## src/rtl/mem_port_arbiter.sv

```systemverilog
// mem_port_arbiter: round-robin owner of the shared 32-bit memory port.
// Instruction fetch (IF) and data memory (DM) compete for the port. A granted
// transfer holds the port until the memory acknowledges or the watchdog expires.
// mem_sel drives the external address/data muxes (0 = IF, 1 = DM).
module mem_port_arbiter #(
    parameter int TIMEOUT = 16
) (
    input  logic        clk,
    input  logic        reset_n,
    // instruction fetch requester (read only)
    input  logic        if_req,
    input  logic [31:0] if_addr,
    output logic        if_grant,
    output logic        if_done,
    output logic [31:0] if_rdata,
    // data memory requester
    input  logic        dm_req,
    input  logic        dm_we,
    input  logic [31:0] dm_addr,
    input  logic [31:0] dm_wdata,
    output logic        dm_grant,
    output logic        dm_done,
    output logic [31:0] dm_rdata,
    // shared memory port
    output logic        mem_sel,
    output logic        mem_req,
    output logic        mem_we,
    output logic [31:0] mem_addr,
    output logic [31:0] mem_wdata,
    input  logic [31:0] mem_rdata,
    input  logic        mem_ready,
    output logic        err
);

    localparam int CNT_W = $clog2(TIMEOUT + 1);

    typedef enum logic [1:0] {
        S_IDLE    = 2'd0,
        S_BUSY_IF = 2'd1,
        S_BUSY_DM = 2'd2
    } state_t;

    state_t             r_state;
    logic               r_last_dm;   // 1: DM won the most recent grant
    logic [CNT_W-1:0]   r_wd_cnt;    // BUSY cycles spent without mem_ready

    logic               w_pick_dm;
    logic               w_pick_if;
    logic               w_owner_dm;
    logic               w_wd_expired;

    // Arbitration: on a tie the requester that did not win last time is chosen.
    always_comb begin
        w_pick_dm    = dm_req & (~if_req | ~r_last_dm);
        w_pick_if    = if_req & ~w_pick_dm;
        w_owner_dm   = (r_state == S_BUSY_DM);
        w_wd_expired = (r_wd_cnt == CNT_W'(TIMEOUT - 1));
    end

    // Port sequencer: accepts one request in IDLE, then waits in BUSY for the
    // acknowledge or the watchdog; every output is a register.
    always_ff @(posedge clk or negedge reset_n) begin
        if (!reset_n) begin
            r_state   <= S_IDLE;
            r_last_dm <= 1'b0;
            r_wd_cnt  <= '0;
            if_grant  <= 1'b0;
            if_done   <= 1'b0;
            if_rdata  <= '0;
            dm_grant  <= 1'b0;
            dm_done   <= 1'b0;
            dm_rdata  <= '0;
            mem_sel   <= 1'b0;
            mem_req   <= 1'b0;
            mem_we    <= 1'b0;
            mem_addr  <= '0;
            mem_wdata <= '0;
            err       <= 1'b0;
        end else begin
            // pulses default low and are raised for exactly one cycle below
            if_grant <= 1'b0;
            dm_grant <= 1'b0;
            if_done  <= 1'b0;
            dm_done  <= 1'b0;
            err      <= 1'b0;

            case (r_state)
                S_IDLE: begin
                    // mem_ready is deliberately ignored here
                    if (w_pick_dm) begin
                        r_state   <= S_BUSY_DM;
                        r_last_dm <= 1'b1;
                        r_wd_cnt  <= '0;
                        dm_grant  <= 1'b1;
                        mem_sel   <= 1'b1;
                        mem_req   <= 1'b1;
                        mem_we    <= dm_we;
                        mem_addr  <= dm_addr;
                        mem_wdata <= dm_wdata;
                    end else if (w_pick_if) begin
                        r_state   <= S_BUSY_IF;
                        r_last_dm <= 1'b0;
                        r_wd_cnt  <= '0;
                        if_grant  <= 1'b1;
                        mem_sel   <= 1'b0;
                        mem_req   <= 1'b1;
                        mem_we    <= 1'b0;
                        mem_addr  <= if_addr;
                    end
                end

                S_BUSY_IF, S_BUSY_DM: begin
                    // an acknowledge on the last watchdog cycle still completes normally
                    if (mem_ready) begin
                        if (!mem_we) begin
                            if (w_owner_dm) dm_rdata <= mem_rdata;
                            else            if_rdata <= mem_rdata;
                        end
                        if (w_owner_dm) dm_done <= 1'b1;
                        else            if_done <= 1'b1;
                        mem_req <= 1'b0;
                        r_state <= S_IDLE;
                    end else if (w_wd_expired) begin
                        // abort: owner still gets its done so it never stalls, data untouched
                        err <= 1'b1;
                        if (w_owner_dm) dm_done <= 1'b1;
                        else            if_done <= 1'b1;
                        mem_req <= 1'b0;
                        r_state <= S_IDLE;
                    end else begin
                        r_wd_cnt <= r_wd_cnt + 1'b1;
                    end
                end

                default: begin
                    r_state <= S_IDLE;
                    mem_req <= 1'b0;
                end
            endcase
        end
    end

endmodule

```

## config.mk

```make
export PLATFORM = sky130hd
export DESIGN_NAME = mem_port_arbiter
export DESIGN_NICKNAME = d
export VERILOG_FILES = /design/src/rtl/mem_port_arbiter.sv
export SDC_FILE = /design/constraint.sdc
export NUM_CORES = 1
export LEC_CHECK = 0
export CORE_ASPECT_RATIO = 2
export CORE_MARGIN = 2
export CORE_UTILIZATION = 25
export CTS_CLUSTER_SIZE = 8
export DETAILED_ROUTE_END_ITERATION = 10
export SLEW_MARGIN = 40
export SYNTH_ARGS = -nofsm -noshare
export SYNTH_HDL_FRONTEND = slang
export SYNTH_SLANG_ARGS = --single-unit
```

## constraint.sdc

```tcl
create_clock -name clk -period 1.7 [get_ports clk]
set_input_delay 0.34 -clock clk [delete_from_list [all_inputs] [get_ports clk]]
set_output_delay 0.34 -clock clk [all_outputs]
set_load 0.05 [all_outputs]
```

Word level (Yosys, flattened, before mapping)
Index checks and enable logic that the tools add are counted.
{"block": "word_totals", "wordCells": 76, "reg_bits": 143, "output_inout_bits": 136, "input_bits": 134}
{"block": "classes", "n_mux": 36, "bitwise_logic": 8, "add_sub_neg": 1, "reduce_logical": 10, "eq_ne": 7}
{"op": "$mux W32", "count": 2}
{"op": "$mux W1", "count": 23}
{"op": "$mux W5", "count": 4}
{"op": "$reduce_and A4 Y1", "count": 3}
{"op": "$pmux W5 S2", "count": 1}
{"op": "$mux W2", "count": 4}
{"op": "$ne A3 B3 Y1 const B", "count": 2}
{"op": "$reduce_and A2 Y1", "count": 3}
{"op": "$add A5 B1 Y5 const B", "count": 1}
{"op": "$eq A5 B4 Y1 const B", "count": 1}
{"op": "$not A1 Y1", "count": 5}
{"op": "$ne A2 B2 Y1 const B", "count": 2}
{"op": "$pmux W2 S2", "count": 1}
{"op": "$reduce_bool A2 Y1", "count": 2}
{"op": "$and A1 B1 Y1", "count": 2}
{"op": "$eq A2 B1 Y1 const B", "count": 1}
{"op": "$eq A2 B2 Y1 const B", "count": 1}
{"op": "$logic_not A2 Y1", "count": 1}
{"op": "$pmux W1 S2", "count": 1}
{"op": "$reduce_or A2 Y1", "count": 1}
{"op": "$or A1 B1 Y1", "count": 1}

Longest topological paths before layout
Gate-level depths: netlist (run 1).
{"block": "depth", "depth_word": 8, "depth_mapped": 8, "mapped_depth_nobuf": 6}

Least setup slack after synthesis (run 1)
No wires, ideal clock.
{"block": "synth_path", "kind": "register to register", "startpoint": "register r_wd_cnt[0]", "endpoint": "register r_wd_cnt[3]", "n_path_buf": 0, "setup_slack_ns": -0.160, "stages_incl_launch_ff": 7, "t_required_ns": 1.574, "setup_ns": 0.126, "period_less_slack_ns": 1.860, "arrival_time_ns": 1.734, "path_cell_list": "dfrtp_1 > ha_1 > and3_1 > ha_1 > o21ai_0 > o211ai_1 > a221o_1"}
{"block": "synth_between", "elab_chain_cells": 4, "word_cells_on_any_way": 7, "cone_classes": "add/sub: 1; eq/ne: 2; mux: 3; reduce/logical: 1"}
{"item": "start, declared", "line": "45", "source": "logic [CNT_W-1:0] r_wd_cnt;"}
{"item": "start signal, assigned", "line": "131", "source": "r_wd_cnt <= r_wd_cnt + 1'b1;"}
{"item": "$add A5 B1 Y5", "line": "131"}
{"item": "$mux W5", "line": "123", "source": "end else if (w_wd_expired) begin"}
{"item": "$mux W5", "line": "114", "source": "if (mem_ready) begin"}
{"item": "$pmux W5 S2", "line": "87", "source": "case (r_state)"}
Parallel ways exist; a longest one is shown, timed or not. The select of a mux whose other input is x is not followed.
A chain may end at the register's enable or synchronous reset.

Worst setup path in the final report (run 1)
{"block": "layout_path", "startpoint": "register r_wd_cnt[0]", "endpoint": "register r_wd_cnt[1]"}
The elaborated chain is that of the path after synthesis.

==> metrics, run 1 <==
crit path capture type=flip-flop; minimum clock period=1.70 ns; DRC Markers=18; core area=23300 sq um; Top delay family on crit path=simple AND/OR/NAND/NOR gates; Crit-path slowest cell=or3b_4; routed wire length=16800 um; Fin. Hold Viols=0; worst slew pin tran=0.308 ns; status=finished with violations; Max-cap violations=0; Post-synth EDFFs=0; depth of the CTS H-tree=4; R2R cell count=6; post-synthesis sequential area ratio=60.3%; die area=25000 sq um; Worst Setup SP=r_wd_cnt[0]$_DFFE_PN0P_; Rows=79; Peak VDD IR=787 uV; Tightest Hold Check Type=in -> async; CTS buffer count=17; area grow syn2layout=64.3%; reg-to-reg startpoint=r_wd_cnt[0]$_DFFE_PN0P_; worst slack at placement=-0.196 ns; Worst EP required=2.06 ns; GRT Util Overall=13.7%; Iter 0 DRT Violations=191; clock buffer depth=2; Worst Path Buf+Inv=0; Final ANT Viol Nets=0; Die Height=222 um; final slew viol count=0; synth warn=0; commonest non-fill, non-tap cell in the layout=buf_4; Max FO, Critical Path=4; count of different cell masters after synthesis=37; Cells after Synth=408; reg-to-reg slack, setup=0.001 ns; #FFs+latches synth=143; Setup violations, final=0; final worst path period share=99.9%; Port Buffers=269; worst rel slew slack=79.4%; Worst Clk Skew=0.00989 ns; dpl hpwl=12800 um; prevailing post-synth register cell=dfrtp_1; Leakage=4.46 nW; f_max=0.589 GHz; Post-Syn Area=5930 sq um; Routed WL per cell=16.5 um; Clock transition at path regs=0.06 ns; vias=4367; Worst-Skew Late Latency=0.43 ns; total placed cells including tap cells=974; starting density of the core=25.4%; initial antenna violation count=1; RePlAce Congestion=0.761; fin cells=1017; hold slack=0.352 ns; crit-path max cell delay=0.42 ns; CTS tree=built; largest net degree at the start of global routing=52; crit path kind=reg -> reg; Root Buffer=clkbuf_16; Syn Nets=547; Die Wd=113 um; most frequent cells in the layout=buf_4, dfrtp_1, clkdlybuf4s50_1; CP arrival=2.05 ns; total clock sinks=143; crit path launch type=flip-flop; Power, Total=0.0233 W; DR vias/cell=4.29; first-pass GRT wire length=26200 um; failing checks=design-rule violations; global route overflow=0; layout cells sized above 1=44.7%; Critical Path, Cell by Cell=ha_2 > and3_4 > ha_4 > or3b_4 > nor2_4 > a22o_1; unrepaired setup endpoints after global routing=yes; Power Dens Cells=2390 nW/um^2; reg2reg end=r_wd_cnt[1]$_DFFE_PN0P_; Mapped Avg Cell Area=14.5 sq um; FFs w/ async S/R, synth=100%; boundary pin count=270; drt first pass iters=7; number of global-route vias before repair=4911; fin nets=859; Setup WS post-layout=0.00106 ns
cells in the mapped netlist (3+ instances only):
cell / count / area share (%)
mux2_2: 63 / 12
dfrtp_1: 143 / 60
mux2_4: 28 / 7.1
nor2_1: 6 / 0.38
o21ai_0: 36 / 3.0
inv_1: 4 / 0.25
buf_2: 9 / 0.76
buf_12: 3 / 1.0
mux2_1: 6 / 1.1
nand2_1: 36 / 2.3
ha_1: 5 / 1.1
nand3_1: 3 / 0.25
mux2i_1: 32 / 5.4
buf_6: 7 / 1.3
logic make-up after synthesis:
group	synth area share [%]
compound gates	4.49
simple gates	4.77
mux	25.6
buf+inv	3.76
fa+ha+maj	1.05
flops	60.3
sequential cells by signal, summed over array words and instances, names as in the netlist:
signal and count:
dm_rdata 32, if_rdata 32, mem_addr 32, mem_wdata 32
r_wd_cnt 5, r_state 2, dm_done 1, dm_grant 1
err 1, if_done 1, if_grant 1, mem_req 1
mem_we 1, r_last_dm 1
how the worst max path moves through the flow:
stage | slack (ns) | end | cells past startpoint
after floorplan | -0.04 | r_wd_cnt[3]$_DFFE_PN0P_ | 6
after global placement | -0.18 | mem_addr[2]$_DFFE_PN0P_ | 6
after detailed placement | -0.20 | mem_addr[25]$_DFFE_PN0P_ | 6
after CTS | 0.003 | if_rdata[17]$_DFFE_PN0P_ | 5
after global routing | -0.06 | r_wd_cnt[1]$_DFFE_PN0P_ | 6
final | 0.001 | r_wd_cnt[1]$_DFFE_PN0P_ | 6
report_power, final:
part	switching, W	internal [W]	leakage, nW	total, W
combinational	0.00838	0.00505	2.45	0.0134
sequential	0.000928	0.00508	1.72	0.00601
clock	0.00148	0.00237	0.288	0.00385
metal layers:
metal / global-route usage, % / share of wire [%] / vias up
li1: - / - / 2054
met1: 12.4 / 32 / 2111
met2: 26.9 / 57 / 177
met3: 4.92 / 7.6 / 25
met4: 5.47 / 2.7 / 0
met5: 0 / 0 / -
through the flow:
| stage | cell area [sq um] | util, % | TNS [ns] |
|---|---|---|---|
| detailed placement | 8920 | 38.2 | -12.47 |
| global placement | 8920 | 38.2 | -12.73 |
| floorplan | 5960 | - | -0.0711 |
| finish | 9740 | 41.8 | 0 |
| global route | 9740 | 41.8 | -1.42 |
| CTS | 9620 | 41.2 | 0 |
cell type report:
type | count | area, sq um
antenna | 1 | 2.50
clock buffer | 22 | 494
clock inverter | 10 | 124
fill | 2207 | 13600
inverter | 5 | 23.8
multi-input combinational | 238 | 2280
sequential | 143 | 3580
tap | 283 | 354
timing repair buffer | 315 | 2880
repair_timing:
| item | CTS | global route |
|---|---|---|
| resized for setup | 9 | 18 |
| hold endpoints to repair | 21 | 0 |
| endpoints found under the setup margin | 40 | 39 |
| pin swaps | 6 | 8 |
| buffers inserted | 4 | 5 |
| hold buffers | 1 | 0 |
No activity file was read; power rests on OpenSTA's default activity.
==> inputs of run 2 (changes only) <==
--- a/config.mk
+++ b/config.mk
@@ -5,7 +5,6 @@
 export SDC_FILE = /design/constraint.sdc
 export NUM_CORES = 1
 export LEC_CHECK = 0
-export CORE_ASPECT_RATIO = 2
 export CORE_MARGIN = 2
 export CORE_UTILIZATION = 25
 export CTS_CLUSTER_SIZE = 8
==> run 2 against run 1 <==
Net effect:
- the run ends with negative setup slack left
- combinational power is essentially flat
- core utilization grew 0.30 points
- count of clock-buffer cells in the layout fell by 4
- register-to-register slack about the same
- flip-flop and latch count stayed put
- sequential share of layout area decreased by 0.38 points
- via count fell by 1.6%
- sequential power is essentially flat
- clock skew is 0.0016 ns lower
- largest cell class unchanged
- largest power group unchanged
==> metrics, run 2 (synthesis gave the netlist of run 1 again) <==
minimum clock period=1.71 ns; Worst Clk Skew=0.00827 ns; starting density of the core=25.3%; setup TNS=-0.0113 ns; worst slew pin tran=0.410 ns; CTS tree=built; CTS buffer count=17; final core occ=42.1%; routed wire length=16000 um; R2R cell count=5; worst rel slew slack=72.6%; f_max=0.585 GHz; depth of the CTS H-tree=4; drt first pass iters=4; Iter 0 DRT Violations=140; Seq pwr share=25.5%; DR top layer=met5; Worst-Skew Late Latency=0.41 ns; fin cells=1047; initial antenna violation count=1; first-pass GRT wire length=24000 um; final worst path period share=100%; layout cells sized above 1=44.2%; total placed cells including tap cells=1009; Max FO, Critical Path=4; Setup violations, final=2; boundary pin count=270; Crit-path slowest cell=or3b_4; number of global-route vias before repair=4482; reg-to-reg startpoint=r_wd_cnt[1]$_DFFE_PN0P_; Rows=56; commonest non-fill, non-tap cell in the layout=buf_4; failing checks=negative setup slack; GRT Util Overall=12.6%; reg2reg end=r_wd_cnt[4]$_DFFE_PN0P_; total clock sinks=143; status=finished with violations; Die Wd=158 um; core area=23400 sq um; fin nets=854; largest net degree at the start of global routing=40; DRC Markers=0; Routed WL per cell=15.3 um; Worst EP required=2.02 ns; dpl hpwl=11600 um; crit path capture type=flip-flop; Fin. Hold Viols=0; Setup WS post-layout=-0.00821 ns; DR vias/cell=4.10; sw frac=45.7%; met2 routed WL=7260 um; clock buffer depth=2; number of diodes=0; Root Buffer=clkbuf_16; combinational share of power=56.6%; RePlAce Congestion=0.728; crit-path max cell delay=0.45 ns; Tightest Hold Check Type=in -> async; final slew viol count=0; vias=4296; Leakage=4.51 nW; CP arrival=2.03 ns; Die Height=158 um; crit path launch type=flip-flop; global route overflow=0; hold slack=0.431 ns; clock share of power=17.9%; area grow syn2layout=66.0%; routed metal-1 wire length=7110 um; worst slack at placement=-0.170 ns; DR WL met3=1500 um; die area=25000 sq um; most frequent cells in the layout=buf_4, dfrtp_1, clkdlybuf4s50_1; Port Buffers=269; unrepaired setup endpoints after global routing=yes; reg-to-reg slack, setup=-0.008 ns; Max-cap violations=0; crit path kind=reg -> reg; Pint=0.0128 W; Clock transition at path regs=0.07 ns; Peak VDD IR=882 uV; Net Switching=0.0108 W; Critical Path, Cell by Cell=ha_2 > and3_4 > ha_4 > or3b_4 > o32ai_2; Power Dens Cells=2390 nW/um^2; Final ANT Viol Nets=0
run 2: changes by cell type in the layout (fill, tap and decap cells not counted), sizes merged:
| cell | previous run | this run |
|---|---|---|
| buf | 182 | 177 |
| clkinv | 0 | 2 |
| diode | 1 | 0 |
| inv | 8 | 10 |
| bufinv | 2 | 5 |
| clkinvlp | 5 | 2 |
| clkbuf | 22 | 18 |
run 2: repair_timing:
action,in CTS,in global routing
endpoints found under the setup margin,34,40
gates resized for setup,10,29
hold endpoints to repair,35,0
pin swaps,4,8
cloned,1,0
buffers inserted,1,3
hold buffers,1,0
run 2: worst max-delay path, delay by kind of cell, from the launching register on:
family	cells	cell delay (ns)
adders and majority gates	2	0.35
AOI/OAI and AO/OA	1	0.25
DFF	1	0.38
and+or+nand+nor	2	0.63
run 2: worst max-delay path by stage:
| stage | start | end | depth (start not counted) |
|---|---|---|---|
| after global placement | dm_req | mem_wdata[22]$_DFFE_PN0P_ | 6 |
| after CTS | r_state[1]$_DFFE_PN0P_ | if_rdata[28]$_DFFE_PN0P_ | 5 |
| after detailed placement | dm_req | mem_addr[0]$_DFFE_PN0P_ | 6 |
| after floorplan | r_wd_cnt[0]$_DFFE_PN0P_ | r_wd_cnt[3]$_DFFE_PN0P_ | 6 |
| final | r_wd_cnt[1]$_DFFE_PN0P_ | r_wd_cnt[4]$_DFFE_PN0P_ | 5 |
| after global routing | r_wd_cnt[1]$_DFFE_PN0P_ | r_state[0]$_DFFE_PN0P_ | 6 |
run 2: routing by layer:
layer  up-vias  global-route usage, %
met2       175                   20.1
met3         7                   5.42
met4         2                   3.35
met1      2056                   15.6
li1       2056                      -
met5         -                      0
run 2: per-stage QoR:
stage	total power, W	cell area, sq um
floorplan	0.0148	5960
global placement	0.0189	8960
detailed placement	0.0190	8960
CTS	0.0235	9720
global route	0.0248	9840
finish	0.0236	9840
run 2: cell type report:
cell class | count | area, sq um
fill | 2255 | 13600
sequential | 143 | 3580
timing repair buffer | 310 | 2850
multi-input combinational | 238 | 2330
clock buffer | 18 | 439
tap | 319 | 399
clock inverter | 14 | 226
inverter | 5 | 23.8
run 2: power by group through the flow:
stage	logic (W)	registers [W]	clock network [W]
CTS	0.0131	0.00601	0.00435
global placement	0.0129	0.00602	0
finish	0.0134	0.00600	0.00421
floorplan	0.00315	0.0116	0
detailed placement	0.0130	0.00603	0
global route	0.0140	0.00622	0.00452
